--- config.mk ---
export PLATFORM = sky130hd
export DESIGN_NAME = mem_boot_ctrl
export DESIGN_NICKNAME = d
export VERILOG_FILES = /design/src/rtl/boot_pkg.sv /design/src/rtl/boot_dump_stream.sv /design/src/rtl/mem_boot_ctrl.sv
export SDC_FILE = /design/constraint.sdc
export NUM_CORES = 1
export LEC_CHECK = 0
export BUFFER_PORTS_ARGS = -buffer_cell sky130_fd_sc_hd__buf_4
export CORE_AREA = 5 5 168 170
export CTS_CLUSTER_SIZE = 12
export DETAILED_ROUTE_END_ITERATION = 16
export DIE_AREA = 0 0 173 175
export MAX_ROUTING_LAYER = met4
export PLACE_DENSITY = 0.66
export SYNTH_ARGS = -nofsm -noshare
export SYNTH_HDL_FRONTEND = slang
export SYNTH_SLANG_ARGS = --single-unit
--- constraint.sdc ---
create_clock -name clk -period 3.5 [get_ports clk]
set_input_delay 0.175 -clock clk [delete_from_list [all_inputs] [get_ports clk]]
set_output_delay 0.175 -clock clk [all_outputs]
set_load 0.01 [all_outputs]
--- src/rtl/boot_pkg.sv ---
// Shared definitions for the boot/run/dump sequencer: state encoding,
// word size and the word-indexed address helper.
package boot_pkg;

  localparam int WORD_BYTES = 4;

  typedef logic [2:0] state_t;

  localparam state_t ST_IDLE     = 3'd0;
  localparam state_t ST_LOAD     = 3'd1;
  localparam state_t ST_RUN      = 3'd2;
  localparam state_t ST_DUMP_RD  = 3'd3;
  localparam state_t ST_DUMP_OUT = 3'd4;
  localparam state_t ST_DONE     = 3'd5;

  // Byte address of word idx above base; callers truncate to their address
  // width, which gives silent modulo-2^ADDR_W wrap.
  function automatic logic [63:0] word_addr(input logic [63:0] base,
                                            input logic [63:0] idx);
    return base + idx * 64'(WORD_BYTES);
  endfunction

endpackage

--- src/rtl/boot_dump_stream.sv ---
// Read-and-hold streamer for the post-run data memory dump. The top FSM
// owns the DUMP_RD/DUMP_OUT sequencing; this block keeps the word index,
// forms the read address and holds each word stable until dump_ready.
module boot_dump_stream
  import boot_pkg::*;
#(
  parameter int unsigned WORD_W     = 32,
  parameter int unsigned ADDR_W     = 32,
  parameter int unsigned CNT_W      = 32,
  parameter logic [ADDR_W-1:0] DMEM_BASE = 'h1001_0000,
  parameter int unsigned DUMP_WORDS = 256
) (
  input  logic              clk,
  input  logic              rst,
  input  logic              rd_phase,
  input  logic              out_phase,
  input  logic [WORD_W-1:0] dmem_rdata,
  input  logic              dump_ready,
  output logic [ADDR_W-1:0] rd_addr,
  output logic [WORD_W-1:0] dump_data,
  output logic [ADDR_W-1:0] dump_addr,
  output logic              dump_valid,
  output logic              last
);

  logic [CNT_W-1:0]  idx;
  logic              fresh;
  logic [WORD_W-1:0] held;
  logic [ADDR_W-1:0] cur_addr;

  assign cur_addr = ADDR_W'(word_addr(64'(DMEM_BASE), 64'(idx)));

  // Index advances per accepted word and clears whenever no dump is active;
  // the read word is captured on the first DUMP_OUT cycle, when the
  // synchronous memory presents it.
  always_ff @(posedge clk or posedge rst) begin
    if (rst) begin
      idx   <= '0;
      fresh <= 1'b0;
      held  <= '0;
    end else begin
      fresh <= rd_phase;
      if (fresh) held <= dmem_rdata;
      if (!rd_phase && !out_phase) idx <= '0;
      else if (out_phase && dump_ready) idx <= idx + CNT_W'(1);
    end
  end

  // Memory data is live for one cycle after the read, then the held copy
  // keeps the word stable through any dump_ready stall.
  always_comb begin
    rd_addr    = rd_phase ? cur_addr : '0;
    dump_valid = out_phase;
    dump_addr  = out_phase ? cur_addr : '0;
    dump_data  = '0;
    if (out_phase) dump_data = fresh ? dmem_rdata : held;
    last       = (idx + CNT_W'(1)) == CNT_W'(DUMP_WORDS);
  end

endmodule

--- src/rtl/mem_boot_ctrl.sv ---
// Boot/run/dump sequencer: streams a program into instruction memory,
// releases the core until halt or cycle budget, then dumps a data window.
//
//   state       | meaning
//   ------------+--------------------------------------------------------
//   ST_IDLE     | after reset, waiting for start
//   ST_LOAD     | accepting program words into instruction memory
//   ST_RUN      | core out of reset, data memory owned by the core
//   ST_DUMP_RD  | issue one data memory read for the current dump word
//   ST_DUMP_OUT | present the word on dump_* until dump_ready
//   ST_DONE     | sequence finished, results held until start
module mem_boot_ctrl
  import boot_pkg::*;
#(
  parameter int unsigned WORD_W     = 32,
  parameter int unsigned ADDR_W     = 32,
  parameter logic [ADDR_W-1:0] IMEM_BASE = 'h0040_0000,
  parameter int unsigned IMEM_WORDS = 1024,
  parameter logic [ADDR_W-1:0] DMEM_BASE = 'h1001_0000,
  parameter int unsigned DUMP_WORDS = 256,
  parameter int unsigned MAX_CYCLES = 100000,
  parameter int unsigned CNT_W      = 32
) (
  input  logic              clk,
  input  logic              rst,
  input  logic              start,
  input  logic [WORD_W-1:0] ld_data,
  input  logic              ld_valid,
  input  logic              ld_last,
  output logic              ld_ready,
  output logic              imem_wr_n,
  output logic [ADDR_W-1:0] imem_addr,
  output logic [WORD_W-1:0] imem_wdata,
  input  logic [ADDR_W-1:0] core_pc,
  output logic              core_rst,
  input  logic              core_halt,
  input  logic              core_dmem_rd,
  input  logic              core_dmem_wr,
  input  logic [ADDR_W-1:0] core_dmem_addr,
  input  logic [WORD_W-1:0] core_dmem_wdata,
  output logic              dmem_rd,
  output logic              dmem_wr_n,
  output logic [ADDR_W-1:0] dmem_addr,
  output logic [WORD_W-1:0] dmem_wdata,
  input  logic [WORD_W-1:0] dmem_rdata,
  output logic [WORD_W-1:0] dump_data,
  output logic [ADDR_W-1:0] dump_addr,
  output logic              dump_valid,
  input  logic              dump_ready,
  output logic              busy,
  output logic              done,
  output logic              timeout,
  output logic              overflow,
  output logic [CNT_W-1:0]  load_count,
  output logic [CNT_W-1:0]  run_cycles
);

  // With an empty dump window the run exits straight to DONE.
  localparam state_t ST_AFTER_RUN = (DUMP_WORDS == 0) ? ST_DONE : ST_DUMP_RD;

  state_t            state, state_nxt;
  logic              idle_like;
  logic              ld_fire;
  logic              ld_full;
  logic              budget_hit;
  logic              dump_last;
  logic [ADDR_W-1:0] rd_addr;

  assign idle_like  = (state == ST_IDLE) || (state == ST_DONE);
  assign ld_fire    = (state == ST_LOAD) && ld_valid;
  assign ld_full    = (load_count + CNT_W'(1)) == CNT_W'(IMEM_WORDS);
  assign budget_hit = run_cycles == CNT_W'(MAX_CYCLES - 1);

  // Next-state selection; start outside IDLE/DONE is ignored.
  always_comb begin
    state_nxt = state;
    case (state)
      ST_IDLE, ST_DONE: if (start) state_nxt = ST_LOAD;
      ST_LOAD: begin
        if (ld_fire) begin
          if (ld_last)      state_nxt = ST_RUN;
          else if (ld_full) state_nxt = ST_DONE;
        end
      end
      ST_RUN:      if (core_halt || budget_hit) state_nxt = ST_AFTER_RUN;
      ST_DUMP_RD:  state_nxt = ST_DUMP_OUT;
      ST_DUMP_OUT: if (dump_ready) state_nxt = dump_last ? ST_DONE : ST_DUMP_RD;
      default:     state_nxt = ST_IDLE;
    endcase
  end

  // State, counters and sticky status flags.
  always_ff @(posedge clk or posedge rst) begin
    if (rst) begin
      state      <= ST_IDLE;
      load_count <= '0;
      run_cycles <= '0;
      timeout    <= 1'b0;
      overflow   <= 1'b0;
    end else begin
      state <= state_nxt;
      if (idle_like && start) begin
        load_count <= '0;
        run_cycles <= '0;
        timeout    <= 1'b0;
        overflow   <= 1'b0;
      end
      if (ld_fire) load_count <= load_count + CNT_W'(1);
      if (ld_fire && !ld_last && ld_full) overflow <= 1'b1;
      if (state == ST_RUN) begin
        run_cycles <= run_cycles + CNT_W'(1);
        if (budget_hit && !core_halt) timeout <= 1'b1;
      end
    end
  end

  // Memory-side muxing: loader owns imem in LOAD, core owns both memories
  // in RUN, dump streamer owns dmem reads in DUMP_RD.
  always_comb begin
    imem_wr_n  = 1'b1;
    imem_addr  = '0;
    imem_wdata = '0;
    dmem_rd    = 1'b0;
    dmem_wr_n  = 1'b1;
    dmem_addr  = '0;
    dmem_wdata = '0;
    case (state)
      ST_LOAD: begin
        imem_wr_n  = ~ld_valid;
        imem_addr  = ADDR_W'(word_addr(64'(IMEM_BASE), 64'(load_count)));
        imem_wdata = ld_data;
      end
      ST_RUN: begin
        imem_addr  = core_pc;
        dmem_rd    = core_dmem_rd;
        dmem_wr_n  = ~core_dmem_wr;
        dmem_addr  = core_dmem_addr;
        dmem_wdata = core_dmem_wdata;
      end
      ST_DUMP_RD: begin
        dmem_rd   = 1'b1;
        dmem_addr = rd_addr;
      end
      default: ;
    endcase
  end

  // Status and core control decoded straight from state.
  always_comb begin
    ld_ready = (state == ST_LOAD);
    core_rst = (state != ST_RUN);
    busy     = !idle_like;
    done     = (state == ST_DONE);
  end

  boot_dump_stream #(
    .WORD_W     (WORD_W),
    .ADDR_W     (ADDR_W),
    .CNT_W      (CNT_W),
    .DMEM_BASE  (DMEM_BASE),
    .DUMP_WORDS (DUMP_WORDS)
  ) u_dump (
    .clk        (clk),
    .rst        (rst),
    .rd_phase   (state == ST_DUMP_RD),
    .out_phase  (state == ST_DUMP_OUT),
    .dmem_rdata (dmem_rdata),
    .dump_ready (dump_ready),
    .rd_addr    (rd_addr),
    .dump_data  (dump_data),
    .dump_addr  (dump_addr),
    .dump_valid (dump_valid),
    .last       (dump_last)
  );

endmodule

Yosys cells after proc, flatten, opt, wreduce, memory -nomap -nowiden:

Index checks and enable logic that the tools add are counted.

* equality and inequality tests: 14
* muxes and demuxes: 28
* reduce and logical (&&, ||, !) cells: 21
* add/subtract/negate cells: 5
* bitwise gates (word level): 2

Operators by type and width (number)
* 32-bit two-way mux: 10
* 32-bit one-hot mux with 2 select lines: 2
* 32-bit by 1-bit adder with 32-bit output (second input constant): 3
* 23-bit by 32-bit adder with 32-bit output (first input constant): 1
* 29-bit by 32-bit adder with 32-bit output (first input constant): 1
* 32-bit by 11-bit == test with 1-bit output (second input constant): 1
* 32-bit by 17-bit == test with 1-bit output (second input constant): 1
* 32-bit by 9-bit == test with 1-bit output (second input constant): 1
* 3-bit two-way mux: 7
* 3-bit one-hot mux with 5 select lines: 1
* 2-bit nonzero test: 4
* 1-bit logical AND: 7
* 1-bit two-way mux: 7
* 3-bit by 2-bit == test with 1-bit output (second input constant): 2
* 3-bit == test (second input constant): 2
* 2-bit != test (second input constant): 3
* 3-bit by 2-bit != test with 1-bit output (second input constant): 2
* 1-bit zero test: 5
* 5-bit AND reduction: 1
* 3-bit by 1-bit == test with 1-bit output (second input constant): 1
* 3-bit zero test: 1
* 1-bit logical OR: 2
* 2-bit by 1-bit != test with 1-bit output (second input constant): 1
* 1-bit inverter: 2
* other kinds (2): 2

* register bits: 134

Depth between registers and ports, before layout:

* word-level depth: 6
* depth in mapped cells: 11
* depth with buffers taken out: 9

By module:

A second synthesis with hierarchy kept.

* cells, all modules: 1231
* area, all modules: 9989.6 sq um

By module, submodules not included
* mem_boot_ctrl: instances 1, area each 5539.1 sq um, cells each 718, seq. area each 1726.7 sq um
* boot_dump_stream: instances 1, area each 4450.5 sq um, cells each 513, seq. area each 1626.6 sq um

Worst setup path before layout:

Ideal clock, no wire load.

* path type: register to register
* from: register load_count[0]
* to: register overflow
* setup slack: 0.786 ns
* period minus slack after synthesis: 2.714 ns
* stages on the path, launching flop included: 10
* data required time: 3.423 ns
* setup time: 0.077 ns
* arrival time: 2.638 ns
* cell sequence: dfrtp_1 > ha_1 > nand3_1 > or3_1 > nor3_2 > and3b_1 > o22a_1 > nand4_1 > or4b_1 > o21ai_1

* longest elaborated chain between the ends: 4
* elaborated cells on any way between the ends: 5

RTL lines
* start: declaration: line mem_boot_ctrl.sv:54 `output logic [CNT_W-1:0] load_count,`
* start signal: assignment: line mem_boot_ctrl.sv:108 `if (ld_fire) load_count <= load_count + CNT_W'(1);`
* 32-bit by 1-bit adder with 32-bit output *: line mem_boot_ctrl.sv:71 `assign ld_full = (load_count + CNT_W'(1)) == CNT_W'(IMEM_WORDS);`
* 32-bit by 11-bit == test with 1-bit output *: line mem_boot_ctrl.sv:71
* 1-bit logical AND *: line mem_boot_ctrl.sv:109 `if (ld_fire && !ld_last && ld_full) overflow <= 1'b1;`
* 1-bit two-way mux / 2-bit nonzero test (equally long branches)
* end signal: assignment: line mem_boot_ctrl.sv:99 `overflow <= 1'b0;`
* end signal: assignment: line mem_boot_ctrl.sv:106 `overflow <= 1'b0;`
* end signal: assignment: line mem_boot_ctrl.sv:109
* end: declaration: line mem_boot_ctrl.sv:53 `output logic overflow,`

Every way passes the cells marked *; elsewhere a longest branch is shown, timed or not.
A chain may end at the register's enable or synchronous reset.

Worst setup path in the final report:

* from: register load_count[0]
* to: register state[2]

* longest elaborated chain between the ends: 4

RTL lines
* 32-bit by 1-bit adder with 32-bit output: line mem_boot_ctrl.sv:71
* 32-bit by 11-bit == test with 1-bit output: line mem_boot_ctrl.sv:71
* 3-bit by 2-bit != test with 1-bit output (no source line)
* 5-bit AND reduction (no source line)
* end signal: assignment: line mem_boot_ctrl.sv:101 `state <= state_nxt;`
* end: declaration: line mem_boot_ctrl.sv:61 `state_t state, state_nxt;`

Every way passes these cells.

==> impl_metrics.py <==
metrics = {
    "timing": {
        "rsz_0062_raised_after_global_routing": "false",
        "hold_ws_ns": -0.0360,
        "fin_crit_sh_pct": 89.2,
        "worst_slew_slack_as_a_fraction_of_its_limit_pct": 39.6,
        "min_period_ns": 3.12,
        "final.setup_skew_ns": 0.0120,
        "clock.fmax_mhz": 320,
        "hold_violations": 16,
        "drv_slew": 0,
        "fin_tns_setup_ns": 0,
        "setup_viol": 0,
        "worst-slew-pin-transition_ns": 0.905,
        "final_critical_path_setup_slack_ns": 0.377,
    },
    "setup_path": {
        "path_class": "reg2reg",
        "startpoint_type": "flip-flop",
        "setup.worst_path.end_class": "flip-flop",
        "cp.required_ns": 3.84,
        "crit_buf_inv": 0,
        "r2r.worst_path.cells": 9,
        "slowest_stage": "or4b_1",
        "timing.critical_path.cells": "ha_1 > nand3_1 > or3_1 > nor3_2 > and3b_1 > o22a_1 > nand4_1 > or4b_1 > o21ai_1",
        "arrival_ns": 3.46,
        "worst_path_dominant_cell_family": "simple AND/OR/NAND/NOR gates",
        "max_stage_delay_ns": 0.52,
        "worstReg2RegEnd": "state[2]",
        "startpoint_of_the_most_critical_register_to_register_path": "load_count[0]",
        "timing.reg2reg.setup_slack_ns": 0.38,
        "crit_fanout": 9,
        "path_depth": 9,
    },
    "logic_synthesis": {
        "synth_sequential_area_ratio_pct": 35.9,
        "count_of_yosys_warnings_during_synthesis": 0,
        "synth-compound-area-share_pct": 17.4,
        "netlist_instances": 1151,
        "synth_xor_xnor_area_share_pct": 5.53,
        "synth.largest_area_cell": "dfrtp_1",
        "synth_top_area_share_pct": 35.9,
        "ys_ff_latch": 134,
        "yosys-mux-area-fraction_pct": 5.46,
        "post-synth-top-count-cell": "nand2_1",
        "synthAdderAreaFrac_pct": 0.804,
        "top_cells_by_area_in_the_synthesized_netlist": "dfrtp_1 36%, and2_1 8.2%, o21ai_0 6.4%",
        "number_of_enable_type_register_cells_in_the_synthesized_netlist": 0,
        "synth.cell_area_um2": 9340,
        "synthDistinctLibCells": 64,
        "synth_simple_gate_area_share_pct": 29.5,
        "synth.top_cells.by_count": "152 x nand2_1, 134 x dfrtp_1, 122 x and2_1",
        "yosys_most_used_dff": "dfrtp_1",
        "synth_top_family_by_area": "simple AND/OR/NAND/NOR gates",
        "synth.avg_cell_area_um2": 8.12,
        "synthArstFlopShare_pct": 100,
    },
    "global_route": {
        "grt_first_pass_wirelength_um": 55500,
        "total_grt_usage_pct": 23.1,
        "initial_antenna_violation_count": 1,
        "grt_start_max_net_pins": 135,
        "final_global_route_overflow_total": 0,
        "via_count_of_the_first_global_routing_pass": 9874,
    },
    "routing": {
        "detail_route.first_pass.iterations": 6,
        "dr.first_iter.drc_count": 1016,
        "routedWlPerCell_um": 18.7,
        "post_drt_via_cell_ratio": 5.33,
        "route.vias.total": 10200,
        "post-route-drc-count": 0,
        "route.antenna.remaining_nets": 0,
        "postRouteWirelength_um": 35700,
    },
    "placement": {
        "pre_cts_ws_ns": 0.451,
        "place.gp.congestion": 0.918,
        "buffer_ports.inserted": 432,
        "dp_hpwl_um": 26400,
    },
    "clock_network": {
        "post_cts_resize_count": 0,
        "htree_num_levels": 4,
        "tritoncts.num_buffers": 17,
        "worstSkewPairLatency_ns": 0.42,
        "clock-sinks": 134,
        "tritoncts": "built",
        "clockRootBuffer": "clkbuf_16",
        "cts-root-to-sink-buffers": 2,
        "clk_pin_slew_worst_paths_ns": 0.07,
    },
    "floorplan": {
        "floorplan.initialDensity_pct": 35.2,
        "coreArea_um2": 26600,
        "die_w_um": 173,
        "fp.dieArea_um2": 30300,
        "placementRows": 60,
        "chipHeight_um": 175,
        "ios": 435,
    },
    "final_layout": {
        "fin_nets": 1729,
        "drive_gt1_share_pct": 34.4,
        "areaGrowthSynthToFinish_pct": 46.1,
    },
    "power_and_ir_drop": {
        "largest_voltage_drop_on_the_vdd_net_uv": 371,
        "p_leak_nw": 6.38,
        "p_per_area_nw_per_um2": 480,
    },
    "worst_hold_path": {
        "min-delay-path-class": "in2async",
    },
    "outcome": {
        "result_of_the_run": "complete, but fails checks",
        "failing_checks": "hold timing",
    },
    "run": {
        "drv.max_cap_violation_count": 0,
    },
}
-- power by group --
group          leakage [nW]  switching (mW)  internal (mW)  total (mW)
clock network         0.284           0.768           1.07        1.84
registers              1.80           0.133           1.78        1.91
logic                  4.30            1.54           1.26        2.80
total                  6.38            2.44           4.11        6.55
-- logic make-up after synthesis --
| logic type | Yosys count |
|---|---|
| adder cells (fa/ha/maj) | 6 |
| XOR/XNOR | 59 |
| multiplexers | 47 |
| AO/OA/AOI/OAI | 259 |
| buffers and inverters | 119 |
| AND/OR/NAND/NOR | 526 |
| flip-flops | 134 |
| other | 1 |
-- cells in the final DEF, fill, tap and decap left out, drive strengths merged, types with 4 or more instances in the layout --
cell type / count
nor2: 63
o211ai: 8
nand4: 35
clkinv: 6
dfrtp: 134
nor4: 18
nand3: 49
mux2i: 15
and4: 9
xor2: 24
o21ai: 127
ha: 6
a211oi: 6
and3: 18
dlygate4sd3: 26
nor3b: 4
or3: 6
a31oi: 11
buf: 455
o31ai: 34
clkbuf: 18
nor3: 26
xnor2: 35
or2: 7
and2: 123
nand2: 152
inv: 24
mux2: 32
or4: 5
a21oi: 19
a22o: 37
-- stage by stage --
step / instance area [um^2] / cells / utilization [%] / total power [mW]
3_5_place_dp: 12800 / 1850 / 48.1 / 4.73
6_report: 13700 / 1909 / 51.4 / 6.55
5_1_grt: 13700 / 1909 / 51.4 / 6.95
3_3_place_gp: 12800 / 1850 / 48.1 / 4.71
4_1_cts: 13700 / 1908 / 51.4 / 6.62
2_1_floorplan: 9350 / 1152 / - / 3.46
-- worst reg2reg max path, delay by kind of cell, from the launching register on --
kind | cells | cell delay [ns]
AND/OR/NAND/NOR | 6 | 1.96
flip-flops | 1 | 0.51
adder cells (fa/ha/maj) | 1 | 0.29
AO/OA/AOI/OAI | 2 | 0.27
-- registers in the layout, summed over array words and instances, names as in the netlist --
| name | count |
|---|---|
| load_count | 32 |
| overflow | 1 |
| run_cycles | 32 |
| state | 3 |
| timeout | 1 |
| u_dump.fresh | 1 |
| u_dump.held | 32 |
| u_dump.idx | 32 |
-- layout make-up --
class	count	area, um^2
fillers	2503	12900
multi-input cells	899	5510
repair buffers	481	3690
flip-flops and latches	134	3350
clock buffers	18	429
well taps	341	427
clock inverters	14	165
inverters	21	82.6
diodes	1	2.50
-- per-layer routing --
metal | vias to the layer above | track usage (%) | part of all wire [%]
met5 | - | - | 0
met4 | 0 | 7.05 | 2.2
met3 | 44 | 4.00 | 5.8
met2 | 436 | 37.7 | 49
met1 | 4817 | 29.4 | 43
li1 | 4869 | - | -
-- repair_timing --
item | 4_1_cts | 5_1_grt
endpoints found under the setup margin | 0 | 0
hold buffers | 26 | 0
hold endpoints to repair | 26 | 0
setup buffers | 0 | 0
-- worst max path at each step --
stage	from	end	slack [ns]
finish	load_count[0]	state[2]	0.38
global route	load_count[0]	state[2]	0.15
CTS	load_count[0]	state[2]	0.40
detailed placement	load_count[0]	state[2]	0.45
global placement	load_count[0]	overflow	0.50
floorplan	load_count[0]	overflow	0.79
(Power assumes the default switching activity.)
